[src/rtl/chan_mux_pkg.sv]
// Shared definitions for the channel multiplexer: arbitration mode encodings
// and the channel-index width helper.
package chan_mux_pkg;

  localparam logic MODE_FIXED = 1'b0;
  localparam logic MODE_RR    = 1'b1;

  // Index width for n channels; never narrower than one bit.
  function automatic int ch_idx_w(input int n);
    return (n <= 2) ? 1 : $clog2(n);
  endfunction

endpackage

[src/rtl/chan_mux_rr_pick.sv]
// Round-robin search: finds the first requesting channel after 'last',
// wrapping around, and reports whether any channel requested at all.
module rr_pick #(
  parameter int NCH = 8,
  parameter int SW  = 3
) (
  input  logic [NCH-1:0] req,
  input  logic [SW-1:0]  last,
  output logic [SW-1:0]  grant,
  output logic           grant_valid
);

  logic [2*NCH-1:0] req_dbl;
  logic [NCH-1:0]   req_rot;
  int               shamt;

  // Rotate so that bit 0 of req_rot is channel (last+1) mod NCH.
  always_comb begin
    shamt   = int'(last) + 1;
    req_dbl = {req, req} >> shamt;
    req_rot = req_dbl[NCH-1:0];
  end

  always_comb begin
    grant       = '0;
    grant_valid = 1'b0;
    for (int j = 0; j < NCH; j++) begin
      if (!grant_valid && req_rot[j]) begin
        grant_valid = 1'b1;
        grant       = SW'((int'(last) + 1 + j) % NCH);
      end
    end
  end

endmodule

[src/rtl/chan_mux_rr.sv]
// N-channel to one multiplexer with fixed-select or round-robin arbitration and
// a single output register. Define CHAN_MUX_RR_LOCK_EN to add in_last packet locking.
//
// Handshake (both sides): a beat moves on a rising edge where valid and ready
// are both 1. valid never waits on ready; in_ready is combinational from
// in_valid, mode, sel and the output register state; out_data/out_ch hold
// while out_valid=1 and out_ready=0.
module chan_mux_rr
  import chan_mux_pkg::*;
#(
  parameter int NCH = 8,
  parameter int W   = 8,
  parameter int SW  = ch_idx_w(NCH)
) (
  input  logic             clk,
  input  logic             rst_n,
  input  logic             mode,
  input  logic [SW-1:0]    sel,
  input  logic [NCH-1:0]   in_valid,
  input  logic [NCH*W-1:0] in_data,
`ifdef CHAN_MUX_RR_LOCK_EN
  input  logic [NCH-1:0]   in_last,
`endif
  output logic [NCH-1:0]   in_ready,
  output logic             out_valid,
  input  logic             out_ready,
  output logic [W-1:0]     out_data,
  output logic [SW-1:0]    out_ch
);

  logic [SW-1:0] last_q;
  logic          load_en;
  logic [SW-1:0] rr_grant;
  logic          rr_valid;
  logic          fix_valid;
  logic [SW-1:0] grant_idx;
  logic          grant_valid;
  logic          xfer;
  logic [W-1:0]  grant_data;

  rr_pick #(
    .NCH (NCH),
    .SW  (SW)
  ) u_rr_pick (
    .req         (in_valid),
    .last        (last_q),
    .grant       (rr_grant),
    .grant_valid (rr_valid)
  );

  // A sel value with no matching channel leaves fix_valid low: nothing granted.
  always_comb begin
    fix_valid = 1'b0;
    for (int g = 0; g < NCH; g++) begin
      if (sel == SW'(g)) fix_valid = in_valid[g];
    end
  end

`ifdef CHAN_MUX_RR_LOCK_EN
  logic          lock_q;
  logic [SW-1:0] lock_ch_q;
  logic          lock_valid;
  logic          grant_last;

  always_comb begin
    lock_valid = 1'b0;
    grant_last = 1'b0;
    for (int g = 0; g < NCH; g++) begin
      if (lock_ch_q == SW'(g)) lock_valid = in_valid[g];
      if (grant_idx == SW'(g)) grant_last = in_last[g];
    end
  end

  // While locked, mode and sel are ignored until the in_last beat moves.
  always_comb begin
    grant_idx   = '0;
    grant_valid = 1'b0;
    if (lock_q) begin
      grant_idx   = lock_ch_q;
      grant_valid = lock_valid;
    end else if (mode == MODE_RR) begin
      grant_idx   = rr_grant;
      grant_valid = rr_valid;
    end else begin
      grant_idx   = sel;
      grant_valid = fix_valid;
    end
  end

  always_ff @(posedge clk or negedge rst_n) begin
    if (!rst_n) begin
      lock_q    <= 1'b0;
      lock_ch_q <= '0;
    end else if (xfer) begin
      lock_q    <= !grant_last;
      lock_ch_q <= grant_idx;
    end
  end
`else
  always_comb begin
    grant_idx   = '0;
    grant_valid = 1'b0;
    if (mode == MODE_RR) begin
      grant_idx   = rr_grant;
      grant_valid = rr_valid;
    end else begin
      grant_idx   = sel;
      grant_valid = fix_valid;
    end
  end
`endif

  assign load_en = !out_valid || out_ready;
  assign xfer    = rst_n && load_en && grant_valid;

  always_comb begin
    in_ready   = '0;
    grant_data = '0;
    for (int g = 0; g < NCH; g++) begin
      if (grant_idx == SW'(g)) begin
        in_ready[g] = xfer;
        grant_data  = in_data[g*W +: W];
      end
    end
  end

  // Output register; a drain and a new load in the same cycle replace the beat.
  always_ff @(posedge clk or negedge rst_n) begin
    if (!rst_n) begin
      out_valid <= 1'b0;
      out_data  <= '0;
      out_ch    <= '0;
      last_q    <= SW'(NCH - 1);
    end else if (xfer) begin
      out_valid <= 1'b1;
      out_data  <= grant_data;
      out_ch    <= grant_idx;
      last_q    <= grant_idx;
    end else if (out_ready) begin
      out_valid <= 1'b0;
    end
  end

endmodule

[config.mk]
export PLATFORM = sky130hd
export DESIGN_NAME = chan_mux_rr
export DESIGN_NICKNAME = d
export VERILOG_FILES = /design/src/rtl/chan_mux_pkg.sv /design/src/rtl/chan_mux_rr_pick.sv /design/src/rtl/chan_mux_rr.sv
export SDC_FILE = /design/constraint.sdc
export NUM_CORES = 1
export LEC_CHECK = 0
export CAP_MARGIN = 20
export CORE_MARGIN = 8
export CORE_UTILIZATION = 30
export DETAILED_ROUTE_END_ITERATION = 8
export PLACE_DENSITY = 0.69
export SETUP_SLACK_MARGIN = 0.5
export SYNTH_ARGS = -nofsm -noshare
export SYNTH_HDL_FRONTEND = slang
export SYNTH_SLANG_ARGS = --single-unit
[constraint.sdc]
create_clock -name clk -period 9.1 [get_ports clk]
set_clock_uncertainty 0.2 [all_clocks]
set_input_delay 1.365 -clock clk [delete_from_list [all_inputs] [get_ports clk]]
set_output_delay 1.365 -clock clk [all_outputs]
set_load 0.01 [all_outputs]
# Word-level counts from Yosys, hierarchy flattened
# Cells that the tools add are included.
totals:
  out_inout_bits: 20
  mem_bits_rw: 0
  rom_bits: 0
  memories: 0
  latchBits: 0
  reg_bits: 15
  elab_cells: 92
  input_bits: 79
op_classes:
  addsub: 8
  n_bitwise: 0
  muxes: 44
  eq_ne: 14
  n_shift: 1
  magnitude_cmp: 0
  n_reduce_logical: 21
  multipliers: 0
  div_mod_pow: 0
ops:
  columns: ["operator", "n"]
  rows:
  - ["$mux W8", 8]
  - ["$mux W1", 27]
  - ["$mux W3", 9]
  - ["$eq A3 B3 Y1 const B", 8]
  - ["$shr A16 B4 Y8", 1]
  - ["$add A3 B3 Y3 const B", 4]
  - ["$eq A3 B2 Y1 const B", 4]
  - ["$logic_and A1 B1 Y1", 9]
  - ["$logic_not A1 Y1", 8]
  - ["$add A3 B2 Y3 const B", 2]
  - ["$eq A3 B1 Y1 const B", 2]
  - ["$logic_not A3 Y1", 2]
  - ["$add A3 B1 Y4 const B", 1]
  - ["$add A3 B1 Y3 const B", 1]
  - ["$reduce_bool A2 Y1", 1]
  - ["$logic_or A1 B1 Y1", 1]

# Depth between registers and ports, before layout
# Gate-level depths: netlist (run 1).
depth:
  depth_word: 34
  mapped_depth: 16
  depth_no_buf: 12

# By module
# Synthesis (run 1) repeated with hierarchy kept, for this count alone.
hier_totals:
  hier_cells: 321
  area_unflattened_um2: 2479.9
by_module_without_submodules:
  columns: ["module", "n_inst", "seq_area_each_um2", "cells_each", "area_each_um2"]
  rows:
  - ["chan_mux_rr", 1, 379.1, 231, 1682.9]
  - ["rr_pick", 1, 0.0, 90, 797.0]

# Worst setup path after synthesis (run 1)
# OpenSTA, ideal clock, no wires.
synth_path:
  path_type: "input port to output port"
  from: "input in_valid[3]"
  to: "output in_ready[7]"
  path_stages: 10
  path_buffers: 1
  arrival_ns: 3.773
  t_required_ns: 7.535
  slack_ns: 3.762
  cell_sequence: "mux4_2 > mux2i_4 > nand2_1 > and4bb_2 > nand2_1 > a221oi_4 > buf_6 > nand2_2 > nor2_2 > and2_1"
synth_via:
  elab_chain_len: 26
  elab_cells_between_ends: 41
  cone_classes: "eq/ne (1); shift (1); mux (24); reduce/logical (15)"
synth_rtl:
  columns: ["element", "line", "rtl"]
  rows:
  - ["start: declaration", "chan_mux_rr.sv:19", "input logic [NCH-1:0] in_valid,"]
  - ["$shr A16 B4 Y8", "chan_mux_rr_pick.sv:20", "req_dbl = {req, req} >> shamt;"]
  - ["$mux W1", "chan_mux_rr_pick.sv:28", "if (!grant_valid && req_rot[j]) begin"]
  - ["$logic_not A1 Y1", "chan_mux_rr_pick.sv:28", null]
  - ["$logic_and A1 B1 Y1", "chan_mux_rr_pick.sv:28", null]
  - ["$mux W1", "chan_mux_rr_pick.sv:28", null]
  - ["$logic_not A1 Y1", "chan_mux_rr_pick.sv:28", null]
  - ["$logic_and A1 B1 Y1", "chan_mux_rr_pick.sv:28", null]
  - ["$mux W1", "chan_mux_rr_pick.sv:28", null]
  - ["[10 not listed]", null, null]
  - ["$logic_and A1 B1 Y1", "chan_mux_rr_pick.sv:28", null]
  - ["$mux W1", "chan_mux_rr_pick.sv:28", null]
  - ["$logic_not A1 Y1", "chan_mux_rr_pick.sv:28", null]
  - ["$logic_and A1 B1 Y1", "chan_mux_rr_pick.sv:28", null]
  - ["$mux W3 / $mux W1 (equally long branches)", "chan_mux_rr_pick.sv:28", null]
  - ["$mux W3 / $mux W1 (equally long branches)", "chan_mux_rr.sv:103", "if (mode == MODE_RR) begin"]
  - ["$eq A3 B3 Y1 / $logic_and A1 B1 Y1 (equally long branches)", "chan_mux_rr.sv:120, chan_mux_rr.sv:114", null]
  - ["$mux W1 (*)", "chan_mux_rr.sv:120", "if (grant_idx == SW'(g)) begin"]
  - ["end: declaration", "chan_mux_rr.sv:24", "output logic [NCH-1:0] in_ready,"]
# Mark *: on every way between the ends. The rest lies on a longest branch, timed or not.

# Worst setup path after layout (run 1)
layout_path:
  from: "input in_valid[0]"
  to: "output in_ready[7]"
# The elaborated chain is that of the path after synthesis.

==> results of run 1 <==
power by group:
group | internal (mW) | switching, mW | leakage (nW)
Sequential | 0.104 | 0.0617 | 0.173
Clock | 0.0310 | 0.0226 | 0.0228
Combinational | 0.373 | 0.428 | 1.16
worst paths after layout:
check,cells past startpoint,from,slack [ns],endpoint
worst max-delay path,11,in_valid[0],1.73,in_ready[7]
worst min-delay path,1,out_ch[2],0.28,out_ch[2]
worst max register to register,10,last_q[2],4.51,out_data[6]
worst min register to register,1,out_ch[2],0.28,out_ch[2]
max in group asynchronous,1,rst_n,6.87,out_data[6]
min in group asynchronous,1,rst_n,1.36,out_data[2]
cells in the mapped netlist, types with 3 or more instances:
cell type / n / area [um^2]
dfrtp_1: 12 / 300
and3_1: 3 / 18.8
inv_1: 11 / 41.3
buf_1: 3 / 11.3
mux2_4: 4 / 60.1
nor2b_1: 4 / 25.0
clkbuf_1: 5 / 18.8
buf_2: 4 / 20.0
dfstp_2: 3 / 78.8
nor2_1: 10 / 37.5
nand2_1: 41 / 154
a211o_1: 8 / 70.1
o2111ai_1: 8 / 70.1
mux2i_1: 20 / 200
nor3b_1: 3 / 22.5
nand3_1: 13 / 65.1
buf_6: 5 / 56.3
a211oi_1: 3 / 22.5
a21o_1: 3 / 22.5
a21oi_1: 18 / 90.1
a31oi_1: 3 / 18.8
o211ai_2: 6 / 75.1
and2_1: 3 / 18.8
nor3_1: 8 / 40.0
mux2_2: 14 / 158
mux4_2: 9 / 203
mux2i_4: 3 / 67.6
xor2_1: 3 / 26.3
o21ai_0: 12 / 60.1
cell families (layout without fill, tap and decap cells):
kind of cell	count (synthesis)	in the layout	synth area share, %
adders and majority gates	2	2	1.01
AOI/OAI and AO/OA	82	82	27.1
muxes	51	51	28.3
and+or+nand+nor	98	98	19.6
buffers and inverters	32	116	6.89
xor gates and xnor gates	5	5	1.77
DFF	15	15	15.3
layout make-up:
class / instances / area (um^2)
Multi-Input combinational cell: 238 / 1920
Sequential cell: 15 / 379
Inverter: 13 / 48.8
Timing Repair Buffer: 99 / 988
Clock buffer: 4 / 45.0
Tap cell: 105 / 131
Fill cell: 842 / 4580
cells in the final DEF (no fill, tap or decap), drive strengths merged, types with 8 or more instances in the layout:
cell	synthesis	final
a211o	8	8
a21oi	19	19
nand2	43	43
nand3	13	13
nor3	8	8
dfrtp	12	12
mux4	9	9
o2111ai	8	8
o21ai	13	13
nor2	13	13
mux2	19	19
mux2i	23	23
inv	13	13
clkdlybuf4s50	0	98
o211ai	8	8
stage by stage:
stage	area (um^2)	power [mW]	setup WS [ns]
5_1_grt	3510	1.11	1.46
3_5_place_dp	3470	0.963	1.81
4_1_cts	3510	1.02	1.79
6_report	3510	1.02	1.73
3_3_place_gp	3470	0.953	1.89
2_1_floorplan	2470	0.766	3.76
metal layers:
layer / share of wire (%) / track usage, % / wire length [um]
met1: 40 / 16.5 / 3310
met2: 49 / 24.4 / 4080
met3: 9.6 / 4.98 / 798
met4: 1.3 / 4.52 / 108
met5: 0 / 0 / 0
state kept, by name, indices dropped and copies added (netlist names):
register / count
out_data: 8
last_q: 3
out_ch: 3
out_valid: 1
==> results.md, run 1 <==
* Post CTS Setup Buffer Count at 0
* Syn Area/Cell at 8.67 um^2
* CORE AREA at 0.00809 mm^2
* Diode count at 0
* Vias/cell at 5.46
* Hold/Removal Path Class: flip-flop to flip-flop
* # IOs at a little under 100
* Final core occ at 43.4%
* CTS tree: built
* Critical path's slowest cell: a221oi_4
* Achievable frequency at 136 MHz
* Fin Setup TNS at 0 ns
* Cells after synthesis at 285
* Num rows at 33
* Remaining global-route overflow at 0
* Die ar. at approximately 0.011 mm^2
* Die Y at about 110 um
* Number of global-route vias before repair at 2765
* Worst hold slack at ~0.28 ns
* # H-tree levels at 1
* Fraction of layout cells with a size suffix above 1 at 16.0%
* Ys async rst share at 100%
* Initial antenna violation count at 0
* Yosys cell types at 64
* Synthesized cell area at around 0.0025 mm^2
* Hold violation count in the final report at 0
* Status: completed
* TritonCTS sink count at 15
* DRC at 0
* Die width at 107 um
* Slew Viols, Final at 0
* Clock buffer count from CTS at 3
* RePlAce Congestion at 0.935
* Least-Margin Pin Slew at 1.17 ns
* RSZ-0062 raised after global routing: no
* Drt total wl at between 8000 and 9000 um
* Sequential share of the synthesized area at 15.3%
* Tcrit/Tclk final at about four fifths
* CP max stage delay at 0.98 ns
* Crit path kind: primary input to output port
* Yosys warnings at 0
* Bufs on Longest Clock Path at 2
* CP delay by family, top: simple AND/OR/NAND/NOR gates
* Crit-path cells: clkdlybuf4s50_1 -> mux4_2 -> mux2i_4 -> nand2_1 -> and4bb_2 -> nand3_1 -> a221oi_4 -> nand2_2 -> nor2_2 -> and2_1 -> clkdlybuf4s50_1
* Critical path data arrival time at ~5.8 ns
* # setup viols final at 0
* GRT Total Usage at 14.4%
* DRT Pass-1 Iters at 4
* Setup crit start kind: primary input
* Most common cell on crit path: clkdlybuf4s50_1
* Worst vdd ir at ~120 uV
* Via count at around 2600
* First DRT Iteration DRCs at 104
* Root Driver: clkbuf_8
* Largest net degree at the start of global routing at 27
* DRT antenna net count at 0
* #FFs+latches synth at 15
* Post-synth EDFFs at 0
* Tmin final at 7.37 ns
* Starting Density at 30.5%
* Clock Pin Slew Worst Setup and Hold Paths at roughly 0.060 ns
* CP endpoint kind: output port
* Port Buf Inserts at 98
* Buf/Inv on CP at 2
* Worst slew margin at 22.1%
* Placed cells at 470
* Req. time, crit path at approximately 7.5 ns
* Leakage at roughly 1.4 nW
* Cell area power density at 290 mW/mm^2
* Worst-skew pair later-pin latency at 0.24 ns
* CTS Hold Bufs at 0
* Net count after synthesis at 366
* DP HPWL at 6560 um
* Global-route wire length before repair at 13600 um
* Nets at 451
* Crit Path Max Fanout at 21
* Non-Filler Instances at 474
* Wire per inst at 17.5 um
* Synth-to-Final Area Change at 42.2%
* MaxCap Viol Count at 0
* Cts repair resizes at 0
* Top FF cell, synth: dfrtp_1
Note: power is estimated with default switching activity, not from simulation.
==> run 2, diff against run 1 <==
==> constraint.sdc (replaced) <==
create_clock -name clk -period 7.36 [get_ports clk]
set_clock_uncertainty 0.2 [all_clocks]
set_input_delay 1.104 -clock clk [delete_from_list [all_inputs] [get_ports clk]]
set_output_delay 1.104 -clock clk [all_outputs]
set_load 0.01 [all_outputs]
==> results.md, run 2 (synthesized netlist as in run 1, its figures left out) <==
* Status: completed
* Crit Path Max Fanout at 21
* Fraction of layout cells with a size suffix above 1 at between 15 and 20%
* Worst-skew pair later-pin latency at 0.24 ns
* Remaining global-route overflow at 0
* First DRT Iteration DRCs at between 100 and 150
* Via count at 2624
* Vias/cell at 5.50
* Reg area at around 380 um^2
* CTS Hold Bufs at 0
* Hold violation count in the final report at 0
* Non-Filler Instances at 477
* Nets at 454
* Die width at ~110 um
* # H-tree levels at 1
* Clock Pin Slew Worst Setup and Hold Paths at 0.06 ns
* Placed cells at 473
* Worst slew margin at 49.0%
* Largest register FFs at 8
* Filler Cells Inserted at 802
* Wire per inst at 17.1 um
* Critical path data arrival time at 4.88 ns
* DP HPWL at 6590 um
* CP delay by family, top: buffers and inverters
* Initial antenna violation count at 0
* Tmin final at 6.19 ns
* GRT Total Usage at between 10 and 15%
* Multi-input gate area at 0.00192 mm^2
* Synth-to-Final Area Change at 43.2%
* Number of global-route vias before repair at between 2000 and 3000
* Largest registers: out_data x8, last_q x3, out_ch x3
* Most common cell after layout, fill and taps aside: clkdlybuf4s50_1
* Hold/Removal Path Class: flip-flop to flip-flop
* RSZ-0062 raised after global routing: no
* Post CTS Setup Buffer Count at 0
* Slew Viols, Final at 0
* Leakage at 1.37 nW
* Req. time, crit path at about 6 ns
* DRT Pass-1 Iters at 4
* Cts repair resizes at 0
* Bufs on Longest Clock Path at 2
* Die ar. at approximately 0.011 mm^2
* Setup crit start kind: primary input
* RePlAce Congestion at 0.856
* Final core occ at 43.7%
* Fin Setup TNS at 0 ns
* CTS tree: built
* TritonCTS sink count at 15
* Crit-path cells: clkdlybuf4s50_1 -> mux4_2 -> mux2i_4 -> nand2_1 -> and4bb_2 -> nand2_1 -> a21oi_1 -> a21o_1 -> nand2_1 -> nor3b_1 -> clkdlybuf4s50_1
* Final Cell Area at 0.00354 mm^2
* CP endpoint kind: output port
* Root Driver: clkbuf_8
* Crit path kind: primary input to output port
* Achievable frequency at 162 MHz
* Diode count at 0
* Worst vdd ir at between 100 and 150 uV
* Cell area power density at 356 mW/mm^2
* # setup viols final at 0
* Tcrit/Tclk final at about 84%
* Placed inst area at 0.00349 mm^2
* Global-route wire length before repair at 13300 um
* CORE AREA at 0.00809 mm^2
* Clock buffer count from CTS at 3
* Num rows at 33
* Port Buf Inserts at 98
* CP max stage delay at 0.57 ns
* Commonest non-fill, non-tap cells in the layout: clkdlybuf4s50_1, nand2_1, mux2i_1, a21oi_1, mux2_2
* MaxCap Viol Count at 0
* Worst hold slack at 0.286 ns
* Least-Margin Pin Slew at 0.765 ns
* Starting Density at 30.5%
* Buf/Inv on CP at 2
* # IOs at 99
* Largest net degree at the start of global routing at 24
* Drt total wl at 8180 um
* Top reg by flops: out_data
* Die Y at 107 um
* Most common cell on crit path: nand2_1
* Critical path's slowest cell: clkdlybuf4s50_1
* DRC at 0
* DRT antenna net count at 0
run 2: cell count changes in the layout (fill, tap and decap cells not counted), sizes merged:
cell and change:
buf +3
run 2: final timing paths:
path,start,to,slack (ns),cells after the start
hold / removal,out_ch[0],out_ch[0],0.29,2
max in group asynchronous,rst_n,out_data[7],5.38,1
setup / recovery,in_valid[0],in_ready[2],1.17,11
hold reg to reg,out_ch[0],out_ch[0],0.29,2
min in group asynchronous,rst_n,out_ch[0],1.11,1
setup reg to reg,last_q[2],out_data[4],3.12,11
run 2: metrics by stage:
stage               total power [mW]  setup WS (ns)
global placement                1.18           1.22
finish                          1.26           1.17
CTS                             1.26           1.17
floorplan                      0.947           2.54
detailed placement              1.19           1.17
global route                    1.37          0.878
run 2: worst register-to-register path, delay by kind of cell, from the launching register on:
| kind | cells | cell delay, ns |
|---|---|---|
| DFF | 1 | 0.84 |
| buffers and inverters | 1 | 0.26 |
| AOI/OAI and AO/OA | 7 | 1.50 |
| and+or+nand+nor | 1 | 0.35 |
| muxes | 2 | 1.02 |
run 2: where the power goes:
part           switching (mW)  internal [mW]  total [mW]
combinational           0.526          0.464       0.990
clock                  0.0272         0.0383      0.0655
sequential             0.0747          0.129       0.204
run 2: final cells by class:
cell class	instances	share of cell area, %
multi-input cells	238	54.3
flip-flops and latches	15	10.7
well taps	105	3.72
repair buffers	102	28.6
clock buffers	4	1.27
inverters	13	1.38
run 2: routing by layer:
metal / vias to the layer above / global-route usage (%) / part of all wire, %
li1: 1261 / - / -
met1: 1239 / 16.4 / 40
met2: 108 / 23.2 / 49
met3: 16 / 4.86 / 8.4
met4: 0 / 6.23 / 2.5
met5: - / 0 / 0
==> run 3, diff against run 2 <==
==> constraint.sdc (replaced) <==
create_clock -name clk -period 6.24 [get_ports clk]
set_clock_uncertainty 0.2 [all_clocks]
set_input_delay 0.936 -clock clk [delete_from_list [all_inputs] [get_ports clk]]
set_output_delay 0.936 -clock clk [all_outputs]
set_load 0.01 [all_outputs]
==> results.md, run 3 (synthesized netlist as in run 1, its figures left out) <==
* # setup viols final at 0
* Critical path's slowest cell: mux4_2
* Remaining global-route overflow at 0
* CP delay by family, top: buffers and inverters
* Critical path depth at 10
* Largest registers: out_data x8, last_q x3, out_ch x3
* Crit Path Max Fanout at 15
* Status: completed
* Worst vdd ir at 177 uV
* Setup crit start kind: primary input
* Vias/cell at around 5.5
* Least-Margin Pin Slew at 0.726 ns
* R2R setup slack at 2.14 ns
* Fraction of layout cells with a size suffix above 1 at 19.4%
* CORE AREA at 0.00809 mm^2
* MaxCap Viol Count at 0
* Slew Viols, Final at 0
* Global-route wire length before repair at 14000 um
* Leakage at 1.42 nW
* # IOs at ~100
* # H-tree levels at 1
* Power Internal at 0.801 mW
* Diode count at 0
* RSZ-0062 raised after global routing: no
* Port Buf Inserts at slightly below 100
* Crit-path cells: clkdlybuf4s50_1 -> mux4_2 -> mux2_2 -> a21oi_2 -> o21ai_0 -> a221oi_1 -> o31ai_4 -> buf_4 -> nor3_1 -> clkdlybuf4s50_1
* Die ar. at 0.0114 mm^2
* Fin worst setup slack at 0.664 ns
* Die Y at 107 um
* DP HPWL at 6810 um
* Clock group share of total power at 5.1%
* Commonest non-fill, non-tap cells in the layout: clkdlybuf4s50_1, nand2_1, mux2i_1, a21oi_1, mux2_2
* Multi-input gate area at 0.00194 mm^2
* RePlAce Congestion at 0.920
* Largest register FFs at 8
* CTS Hold Bufs at 0
* Worst hold slack at 0.291 ns
* Worst Hold Path Cells at 1
* DRC at 0
* TritonCTS sink count at 15
* Initial antenna violation count at 0
* DRT Pass-1 Iters at 4
* Synth-to-Final Area Change at 47.4%
* Nets at 464
* Drt total wl at 8610 um
* CP max stage delay at 0.60 ns
* Filler Cells Inserted at 837
* GRT Total Usage at 14.9%
* Via count at 2691
* Cell area power density at 433 mW/mm^2
* DRT antenna net count at 0
* Worst-case reg-to-reg path depth at 11
* Most common cell after layout, fill and taps aside: clkdlybuf4s50_1
* Die width at roughly 110 um
* Starting Density at 30.5%
* Critical path data arrival time at 4.44 ns
* Switching Power at 0.774 mW
* Num rows at 33
* Buf/Inv on CP at 3
* Achievable frequency at 179 MHz
* Part of the power in registers at 15.5%
* Reg area at 379 um^2
* Fin Setup TNS at 0 ns
* Wire per inst at 17.7 um
* Root Driver: clkbuf_8
* Worst-skew pair later-pin latency at 0.24 ns
* Clock buffer count from CTS at 3
* Hold/Removal Path Class: flip-flop to flip-flop
* Clock Pin Slew Worst Setup and Hold Paths at around 0.06 ns
* Sw Ratio at around half
* CTS tree: built
* Largest net degree at the start of global routing at 24
* Most common cell on crit path: clkdlybuf4s50_1
* First DRT Iteration DRCs at 153
* Top reg by flops: out_data
* Hold violation count in the final report at 0
* CP endpoint kind: output port
* Pre-CTS WS at approximately 0.54 ns
* Tmin final at 5.58 ns
* Gate power share at about four fifths
* Worst slew margin at 51.0%
* Bufs on Longest Clock Path at 2
* Tcrit/Tclk final at 89.4%
* Req. time, crit path at 5.10 ns
* Number of global-route vias before repair at 2840
* Crit path kind: primary input to output port
[run 3: worst register-to-register path: cells and delay by family, from the launching register on]
| kind | cells | cell delay (ns) |
|---|---|---|
| flip-flops | 1 | 0.86 |
| AND/OR/NAND/NOR | 1 | 0.09 |
| multiplexers | 3 | 1.35 |
| AO/OA/AOI/OAI | 6 | 1.23 |
| buffers and inverters | 1 | 0.23 |
[run 3: layout make-up]
cell class,count,share of cell area [%]
multi-input cells,238,53.2
repair buffers,112,30.2
flip-flops and latches,15,10.4
well taps,105,3.61
inverters,13,1.34
clock buffers,4,1.24
[run 3: final timing paths]
path                                to        start
setup reg to reg           out_data[5]    last_q[2]
setup / recovery           in_ready[0]  in_valid[1]
max in group asynchronous    last_q[0]        rst_n
min in group asynchronous  out_data[7]        rst_n
hold reg to reg              out_ch[2]    out_ch[2]
hold / removal               out_ch[2]    out_ch[2]
[run 3: stage by stage]
step | util, % | power, mW | instances | area [um^2]
6_report | 45.0 | 1.57 | 487 | 3640
5_1_grt | 45.0 | 1.70 | 487 | 3640
3_5_place_dp | 43.7 | 1.44 | 479 | 3540
2_1_floorplan | - | 1.12 | 285 | 2470
4_1_cts | 44.2 | 1.53 | 483 | 3580
3_3_place_gp | 43.7 | 1.42 | 479 | 3540
[run 3: timing repair]
| action | CTS | global route |
|---|---|---|
| setup endpoints to repair | 0 | 6 |
| gates resized for setup | 0 | 7 |
| setup buffers | 0 | 4 |
[run 3: layer usage]
metal	up-vias	part of all wire (%)	routed length (um)	track usage (%)
met5	-	0	0	0
met4	0	1.4	123	4.82
met3	9	9.8	847	4.62
met2	118	50	4300	25.8
met1	1288	39	3340	17.0
li1	1276	-	-	-
[run 3: power by group through the flow]
stage / registers [mW] / logic [mW] / clock network, mW
2_1_floorplan: 0.202 / 0.915 / 0
3_3_place_gp: 0.240 / 1.18 / 0
3_5_place_dp: 0.246 / 1.20 / 0
4_1_cts: 0.245 / 1.21 / 0.0819
5_1_grt: 0.256 / 1.36 / 0.0872
6_report: 0.245 / 1.25 / 0.0796
